$ cat src/rtl/serial_paralelo_rx.sv
// Serial-to-parallel receive stage: MSB-first deserializer with
// comma-based byte alignment and lock, feeding the lane unstriper.
module serial_paralelo_rx #(
   parameter logic [7:0]  COMMA      = 8'hBC,
   parameter int unsigned SYNC_COUNT = 4
) (
   input  logic       clk_8f,
   input  logic       reset,
   input  logic       enable,
   input  logic       serial_in,
   output logic [7:0] data_out,
   output logic       valid_out,
   output logic       byte_strobe,
   output logic       active
);

   typedef enum logic [1:0] {SEARCH, ALIGN, LOCKED} state_t;

   localparam logic [3:0] SYNC = 4'(SYNC_COUNT);

   state_t     state, state_nx;
   logic [6:0] shift;
   logic [7:0] nxt;
   logic [2:0] bit_cnt, bit_cnt_nx;
   logic [3:0] comma_cnt, comma_cnt_nx;
   logic [7:0] data_nx;
   logic       valid_nx, strobe_nx;
   logic       is_comma, boundary;

   // Only seven history bits are kept; the eighth is the incoming bit.
   assign nxt      = {shift, serial_in};
   assign is_comma = (nxt == COMMA);
   assign boundary = (bit_cnt == 3'd7);

   always_ff @(posedge clk_8f) begin
      if (reset) begin
         state       <= SEARCH;
         shift       <= '0;
         bit_cnt     <= '0;
         comma_cnt   <= '0;
         data_out    <= '0;
         valid_out   <= 1'b0;
         byte_strobe <= 1'b0;
      end else if (enable) begin
         state       <= state_nx;
         shift       <= nxt[6:0];
         bit_cnt     <= bit_cnt_nx;
         comma_cnt   <= comma_cnt_nx;
         data_out    <= data_nx;
         valid_out   <= valid_nx;
         byte_strobe <= strobe_nx;
      end
   end

   always_comb begin
      state_nx     = state;
      bit_cnt_nx   = bit_cnt;
      comma_cnt_nx = comma_cnt;
      data_nx      = data_out;
      valid_nx     = valid_out;
      strobe_nx    = 1'b0;
      case (state)
         SEARCH: begin
            // Sliding-window hunt: any bit position may start a byte.
            if (is_comma) begin
               bit_cnt_nx   = 3'd0;
               comma_cnt_nx = 4'd1;
               state_nx     = (SYNC == 4'd1) ? LOCKED : ALIGN;
            end
         end
         ALIGN: begin
            bit_cnt_nx = bit_cnt + 3'd1;
            if (boundary) begin
               if (is_comma) begin
                  comma_cnt_nx = comma_cnt + 4'd1;
                  if (comma_cnt + 4'd1 == SYNC)
                     state_nx = LOCKED;
               end else begin
                  comma_cnt_nx = 4'd0;
                  state_nx     = SEARCH;
               end
            end
         end
         LOCKED: begin
            bit_cnt_nx = bit_cnt + 3'd1;
            if (boundary) begin
               data_nx   = nxt;
               valid_nx  = !is_comma;
               strobe_nx = 1'b1;
            end
         end
         default: state_nx = SEARCH;
      endcase
   end

   always_comb begin
      active = (state == LOCKED);
   end

endmodule

$ cat config.mk
export PLATFORM = sky130hd
export DESIGN_NAME = serial_paralelo_rx
export DESIGN_NICKNAME = d
export VERILOG_FILES = /design/src/rtl/serial_paralelo_rx.sv
export SDC_FILE = /design/constraint.sdc
export NUM_CORES = 1
export LEC_CHECK = 0
export CORE_ASPECT_RATIO = 1.1
export CORE_MARGIN = 1
export CORE_UTILIZATION = 57
export CTS_CLUSTER_SIZE = 40
export DETAILED_ROUTE_END_ITERATION = 12
export MAX_ROUTING_LAYER = met4
export PLACE_DENSITY = 0.9
export RECOVER_POWER = 25
export SYNTH_ARGS = -nofsm -noshare
export SYNTH_HDL_FRONTEND = slang
export SYNTH_SLANG_ARGS = --single-unit
$ cat constraint.sdc
create_clock -name clk_8f -period 4.3 [get_ports clk_8f]
set_clock_uncertainty 0.05 [all_clocks]
set_input_delay 0.86 -clock clk_8f [delete_from_list [all_inputs] [get_ports clk_8f]]
set_output_delay 0.86 -clock clk_8f [all_outputs]
set_load 0.05 [all_outputs]
==> flow_summary.ini <==
[critical_path]
crit_required_ps = 3390
r2r_slack_ps = 2520
cp.arrival_ps = 1820
r2r_cells = 6
cp-start-kind = register
r2r-end = comma_cnt[2]
worst_r2r_startpoint = state[1]
path_max_fanout = 4
cp-end-kind = primary output
critical_path_class = reg2out

[worst_hold_path]
min-delay-path-class = reg2reg
hold_end = data_out[7]
hold_depth = 2
min-delay-start = data_out[7]

[power]
switching_share_pct = 19.85
power_leakage_nw = 0.5069
power.net_switching_w = 0.00008475
p_clk_share_pct = 39.7
vdd_drop_max_uv = 209.8
combPwrFrac_pct = 3.3
p_int_w = 0.0003422
p_per_area_mw_per_mm2 = 305.8
p_seq_share_pct = 57.0

[cts]
clk_path_buf_depth = 2
cts_tree = done
htree_levels = 1
cts_hold_buffers = 0
ctsResizeCount = 0
cts.sinks = 26
worstSkewPairLatency_ps = 330
cts_buffers = 3
clkTransAtPathRegs_ps = 140
cts_setup_buffers = 0
cts_root_buf = clkbuf_4

[logic_synthesis]
synth.area.top_cells = dfxtp_1 (44%), ha_1 (7.3%), nand2_1 (6.9%)
postSynth.asyncResetShare_pct = 0
synth_nets = 146
yosysWarnings = 0
yosysUniqueCellTypes = 35
synth_top_area_share_pct = 43.51
yosys-top-cells-count = dfxtp_1 (26), nand2_1 (22), a21oi_1 (16)
synth_area_leader_cell = dfxtp_1
synth_flop_cell = dfxtp_1
synth.most_common_cell = dfxtp_1
postSynthCellCount = 135
avgSynthCellArea_um2 = 8.860
synth_seq_cells = 26
ys_seq_area_share_pct = 43.51
syn_area_mm2 = 0.001196
synth_edf_count = 0

[floorplan]
pin_count = 15
std_cell_rows = 17
initial_utilization_pct = 59.82
die_w_um = 45.68
fp.dieH_um = 50.05
core_area_mm2 = 0.001999
die_area_mm2 = 0.002286

[global_route]
grt_start_max_net_pins = 27
grt_pass1_vias = 925
grt-ovfl-total = 0
grt_pass1_wl_um = 3843
grt_util_all_layers_pct = 23.98
antenna_found_initial = 0

[placed_design]
dpl.hpwl_um = 1572
io_buffers = 14
placed_cell_area_mm2 = 0.001349
place.gp.congestion = 0.8178

[timing]
fmax_mhz = 366.0
min_period_over_period_pct = 63.54
worst_pin_slew_ps = 859.5
fin_crit_ps = 2732
setup-violations-final = 0
maxSlewHeadroom_pct = 42.52
rsz0062_at_grt = no
tns_ps = 0
maxSlewViolCount = 0
hold_violations = 0

[layout]
multi_input_area_um2 = 629.4
syn2layout_area_growth_pct = 16.74
drive_gt1_share_pct = 7.432
diodes = 0
fillers = 158
ff_latch_area_um2 = 520.5
design_area_mm2 = 0.001396
fin_nets = 160

[flow_run]
drv_cap = 0

[route]
detail_route.wl_per_cell_um = 12.82
first_pass_iters = 4
postRouteAntennaNets = 0
viasPerCell = 5.460
drc_errors = 0
drtIter0Drc = 11
vias = 961
routed_wl_um = 2256

[outcome]
status = finished, final reports clean
## per-layer routing
metal	global-route usage, %	up-vias	part of all wire, %
met3	3.297	5	2.3
met2	37.14	14	46
met5	-	-	0
met4	16.16	0	2.7
met1	27.79	442	49
li1	-	500	-
## cell type report
cell class	instances	share of cell area, %
multi-input combinational	99	45.07
sequential	26	37.28
timing repair buffer	14	10.04
tap	28	2.509
clock inverter	1	2.151
clock buffer	3	1.613
inverter	5	1.344
## cells by family after synthesis
kind of cell,count (synthesis),share of synthesized area (%)
xor+xnor,1,0.7324
fa+ha+maj,7,7.322
compound gates,31,16.32
flops,26,43.51
buf+inv,10,3.451
simple gates,51,21.03
mux,9,7.636
## critical path, stage by stage, from the launching register on
cell             delay [ps]
dfxtp_1                 350
inv_1                    80
ha_1                    240
clkdlybuf4s50_1         830
## power groups by stage
| stage | Clock, W | Sequential [W] | Combinational (W) |
|---|---|---|---|
| after floorplan | 0 | 0.000248 | 0.0000103 |
| after global placement | 0 | 0.000248 | 0.0000139 |
| after detailed placement | 0 | 0.000249 | 0.0000145 |
| after CTS | 0.000172 | 0.000243 | 0.0000145 |
| after global routing | 0.000179 | 0.000244 | 0.0000155 |
| final | 0.000169 | 0.000243 | 0.0000143 |
## flip-flops by register name, summed over array words and instances, names as in the netlist
signal       count
comma_cnt        4
valid_out        1
state            2
shift            7
bit_cnt          3
byte_strobe      1
data_out         8
## placed cells by master (no fill, tap or decap), types with 2 or more instances in the layout
cell and instances:
dfxtp_1 26, nand2_1 22, a21oi_1 16, clkdlybuf4s50_1 13, nor2_1 9, mux2i_1 8, ha_1 7, inv_1 5
nand3_1 4, nand2b_1 4, o21ai_0 3, a211oi_1 3, clkbuf_4 3, o21ai_1 2, nor3_1 2, a22o_1 2
## worst max path at each step
stage	from	endpoint	slack, ps	cells past startpoint
finish	state[0]	active	1570	3
CTS	state[0]	active	1560	3
global route	state[0]	active	1510	3
detailed placement	enable	comma_cnt[2]	1450	4
global placement	enable	comma_cnt[2]	1530	4
floorplan	serial_in	comma_cnt[2]	2370	4
## stage by stage
| stage | hold WS, ps | instances | utilization [%] | setup WS, ps | total power [W] |
|---|---|---|---|---|---|
| after detailed placement | 397.0 | 172 | 67.46 | 1449 | 0.0002630 |
| after global routing | 428.2 | 176 | 69.84 | 1512 | 0.0004379 |
| final | 412.9 | 176 | 69.84 | 1568 | 0.0004270 |
| after global placement | 393.2 | 172 | 67.46 | 1530 | 0.0002623 |
| after CTS | 415.9 | 176 | 70.09 | 1556 | 0.0004303 |
| after floorplan | 389.9 | 135 | - | 2372 | 0.0002584 |
(Power assumes the default switching activity.)
==> RTL change 1 (same settings) <==
Put one more register stage on the output `data_out`, with the module's reset. The value now appears one clock later. The other outputs are not delayed to match.
--- a/src/rtl/serial_paralelo_rx.sv
+++ b/src/rtl/serial_paralelo_rx.sv
@@ -17,6 +17,8 @@
    typedef enum logic [1:0] {SEARCH, ALIGN, LOCKED} state_t;
 
    localparam logic [3:0] SYNC = 4'(SYNC_COUNT);
+
+   logic [7:0] data_s0;
 
    state_t     state, state_nx;
    logic [6:0] shift;
@@ -38,7 +40,7 @@
          shift       <= '0;
          bit_cnt     <= '0;
          comma_cnt   <= '0;
-         data_out    <= '0;
+         data_s0     <= '0;
          valid_out   <= 1'b0;
          byte_strobe <= 1'b0;
       end else if (enable) begin
@@ -46,7 +48,7 @@
          shift       <= nxt[6:0];
          bit_cnt     <= bit_cnt_nx;
          comma_cnt   <= comma_cnt_nx;
-         data_out    <= data_nx;
+         data_s0     <= data_nx;
          valid_out   <= valid_nx;
          byte_strobe <= strobe_nx;
       end
@@ -56,7 +58,7 @@
       state_nx     = state;
       bit_cnt_nx   = bit_cnt;
       comma_cnt_nx = comma_cnt;
-      data_nx      = data_out;
+      data_nx      = data_s0;
       valid_nx     = valid_out;
       strobe_nx    = 1'b0;
       case (state)
@@ -97,5 +99,13 @@
       active = (state == LOCKED);
    end
 
+   always_ff @(posedge clk_8f) begin
+      if (reset) begin
+         data_out <= '0;
+      end else begin
+         data_out <= data_s0;
+      end
+   end
+
 endmodule
 
Check against the original RTL: no difference found for any inputs over 10 cycles, from zero or initial values and one cycle with reset high; that may be too few to reach the edited logic, so the function may still have changed.
==> RTL change 1 against the unedited design <==
Final area is 18% higher. Power is 49% higher. Clock power is 80% higher. Sequential cell count is 8 higher. Register-to-register slack worse by 170 ps. Wire length is 4.9% higher. Setup slack worse by 270 ps. Critical endpoint is now bit_cnt[0]. Area after synthesis is 15% higher.
==> RTL change 1: results (changes against the unedited design) <==
metric	value	unit	change
status	completed		unchanged
pre-CTS WS	1490	ps	was 1450 ps
peak supply drop	0.246	mV	was 0.210 mV
syn_nets	157		was 146
Slew headroom	15.2	%	was 42.5%
GRT Overall Usage	21.8	%	was 24.0%
# Max-Cap Violations	0		unchanged
post-cts sizing count	0		unchanged
Seq power	0.000317	W	was 0.000243 W
fin nets	173		was 160
cts bufs inserted	5		was 3
adder-cell area share of the yosys netlist	6.38	%	was 7.32%
first-pass GRT wire length	3950	um	was 3840 um
vias in the first global route	908		was 925
H-Tree Depth	2		was 1
Worst path slowest cell	clkbuf_1		was clkdlybuf4s50_1
XOR/XNOR Fraction of Synth Area	0.638	%	was 0.732%
Starting DRT DRC Count	27		was 11
post-synthesis sequential area ratio	49.6	%	was 43.5%
number of buffers added on ports	14		unchanged
DP HPWL	1650	um	was 1570 um
share of layout cells above drive strength 1	7.36	%	was 7.43%
Ys Warns	0		unchanged
multiplexer share of the synthesized area	7.47	%	was 7.64%
CP Max Fanout	32		was 4
clock transition at the registers of the reported paths	100	ps	was 140 ps
Clk pwr share	47.9	%	was 39.7%
Final Wtd Congestion	0.775		was 0.818
Critical Path AT	3180	ps	was 1820 ps
post-place instance area	1530	um2	was 1350 um2
switching share of power	18.5	%	was 19.8%
Static Leak	0.624	nW	was 0.507 nW
top cells by area, synth	dfxtp_1 (50%), ha_1 (6.4%), mux2i_1 (5.8%)		was dfxtp_1 (44%), ha_1 (7.3%), nand2_1 (6.9%)
Avg WL per Cell	12.3	um	was 12.8 um
max incr delay on CP	930	ps	was 830 ps
largest net degree at the start of global routing	33		was 27
Vias/cell	5.42		was 5.46
most instantiated cells after synthesis	dfxtp_1 (34), nand2_1 (21), a21oi_1 (13)		was dfxtp_1 (26), nand2_1 (22), a21oi_1 (16)
Synth Area in Compound Gates	11.9	%	was 16.3%
ys async rst share	0	%	unchanged
biggest regs	data_out x8, data_s0 x8, shift x7		was data_out x8, shift x7, comma_cnt x4
Internal	0.000518	W	was 0.000342 W
drt first pass iters	4		unchanged
-- RTL change 1: cell types whose count changed after synthesis, sizes merged, moves of 2 or more --
| cell | delta |
|---|---|
| dfxtp | +8 |
| nor2b | +8 |
| a211oi | -3 |
| a21oi | -3 |
| nor2 | +3 |
| and2 | -2 |
| nand2 | -2 |
| nand2b | -2 |
| nand3 | -2 |
| o21ai | -2 |
| or3 | +2 |
-- RTL change 1: layer usage --
layer  global-route usage (%)  part of all wire (%)  vias up  wire (um)
li1                         -                     -      539          -
met5                        -                     0        -          0
met4                     19.1                   3.0        0         71
met3                     6.61                   3.0        9         71
met2                     31.9                    46       24       1100
met1                     24.3                    48      474       1130
-- RTL change 1: stage by stage --
| step | cells | hold slack [ps] | util [%] |
|---|---|---|---|
| 2_1_floorplan | 146 | 382 | - |
| 3_3_place_gp | 185 | 390 | 68.1 |
| 3_5_place_dp | 185 | 398 | 68.1 |
| 4_1_cts | 193 | 412 | 73.1 |
| 5_1_grt | 193 | 427 | 72.9 |
| 6_report | 193 | 412 | 72.9 |
-- RTL change 1: path summary, 6_finish.rpt --
| check | from | to | slack, ps | depth (start not counted) |
|---|---|---|---|---|
| setup / recovery | reset | bit_cnt[0] | 1300 | 5 |
| hold / removal | data_s0[7] | data_s0[7] | 410 | 2 |
| setup reg to reg | state[1] | comma_cnt[3] | 2350 | 6 |
| hold reg to reg | data_s0[7] | data_s0[7] | 410 | 2 |
-- RTL change 1: layout make-up --
type / instances / area (um2)
flip-flops and latches: 34 / 681
fillers: 158 / 611
well taps: 30 / 37.5
inverters: 5 / 18.8
repair buffers: 15 / 144
multi-input cells: 101 / 649
clock buffers: 6 / 51.3
clock inverters: 2 / 60.1
==> RTL change 2 (same settings) <==
Without the edit above. The parameter `COMMA` goes from 8'hBC to 8'h8D.
--- a/src/rtl/serial_paralelo_rx.sv
+++ b/src/rtl/serial_paralelo_rx.sv
@@ -1,7 +1,7 @@
 // Serial-to-parallel receive stage: MSB-first deserializer with
 // comma-based byte alignment and lock, feeding the lane unstriper.
 module serial_paralelo_rx #(
-   parameter logic [7:0]  COMMA      = 8'hBC,
+   parameter logic [7:0]  COMMA      = 8'h8D,
    parameter int unsigned SYNC_COUNT = 4
 ) (
    input  logic       clk_8f,
Check against the original RTL: no difference found for any inputs over 10 cycles, from zero or initial values and one cycle with reset high; that may be too few to reach the edited logic, so the function may still have changed.
==> RTL change 2 against the unedited design <==
Final area is the same. Power shrank 0.99%. Non-clock buffer count is the same. Count of clock-buffer cells in the layout is the same. Sequential cell count is the same. Final cell count grew 0.57%. Area after synthesis shrank 0.21%. Wire length shrank 0.93%. Setup slack lost 4.3 ps. Highest routed layer unchanged.
==> RTL change 2: results (changes against the unedited design) <==
metric	value	unit	change
met2 wire length	1100	um	was 1030 um
peak supply drop	0.295	mV	was 0.210 mV
cell total after placement	173		was 172
fin nets	161		was 160
syn_nets	147		was 146
Syn Area/Cell	8.78	um2	was 8.86 um2
hold endpoint	data_out[5]		was data_out[7]
met3 wire length	69	um	was 53 um
Worst R2R Path Depth	7		was 6
Final Wtd Congestion	0.813		was 0.818
M1 GR Usage	28.8	%	was 27.8%
DP HPWL	1650	um	was 1570 um
worst hold slack	416	ps	was 413 ps
top cells by area, synth	dfxtp_1 (44%), ha_1 (7.3%), nand2_1 (6.9%)		unchanged
vias in the first global route	890		was 925
pre-CTS WS	1320	ps	was 1450 ps
Vias/cell	5.58		was 5.46
most instantiated cells after synthesis	dfxtp_1 (26), nand2_1 (22), a21oi_1 (14)		was dfxtp_1 (26), nand2_1 (22), a21oi_1 (16)
Slew @ Worst Pin	841	ps	was 860 ps
post-synthesis sequential area ratio	43.6	%	was 43.5%
Netlist cell types	30		was 35
first-pass GRT wire length	3780	um	was 3840 um
RR Endpoint	comma_cnt[1]		was comma_cnt[2]
Internal	0.000342	W	about the same
reg2reg setup slack	2460	ps	was 2520 ps
status	completed		unchanged
GRT Overall Usage	23.0	%	was 24.0%
M1 WL	1020	um	was 1110 um
Static Leak	0.504	nW	was 0.507 nW
Starting DRT DRC Count	19		was 11
-- RTL change 2: stage by stage --
| step | util (%) | instance area, um2 |
|---|---|---|
| finish | 69.8 | 1400 |
| global route | 69.8 | 1400 |
| CTS | 69.8 | 1400 |
| detailed placement | 67.2 | 1340 |
| global placement | 67.2 | 1340 |
| floorplan | - | 1190 |
-- RTL change 2: cell families after synthesis --
group / synth area share, %
xor gates and xnor gates: 0.734
muxes: 7.65
AOI/OAI and AO/OA: 13.9
adders and majority gates: 7.34
buffers and inverters: 3.67
DFF: 43.6
and+or+nand+nor: 23.1
-- RTL change 2: worst max-delay path: cells and delay by family (launching register included) --
family | cells | cell delay (ps)
fa+ha+maj | 1 | 240
buf+inv | 2 | 910
flops | 1 | 350
-- RTL change 2: final cells by class --
type | count | area [um2]
Sequential cell | 26 | 520
Clock inverter | 1 | 30.0
Clock buffer | 3 | 22.5
Inverter | 5 | 18.8
Timing Repair Buffer | 14 | 140
Multi-Input combinational cell | 100 | 629
Tap cell | 28 | 35.0
Fill cell | 164 | 603
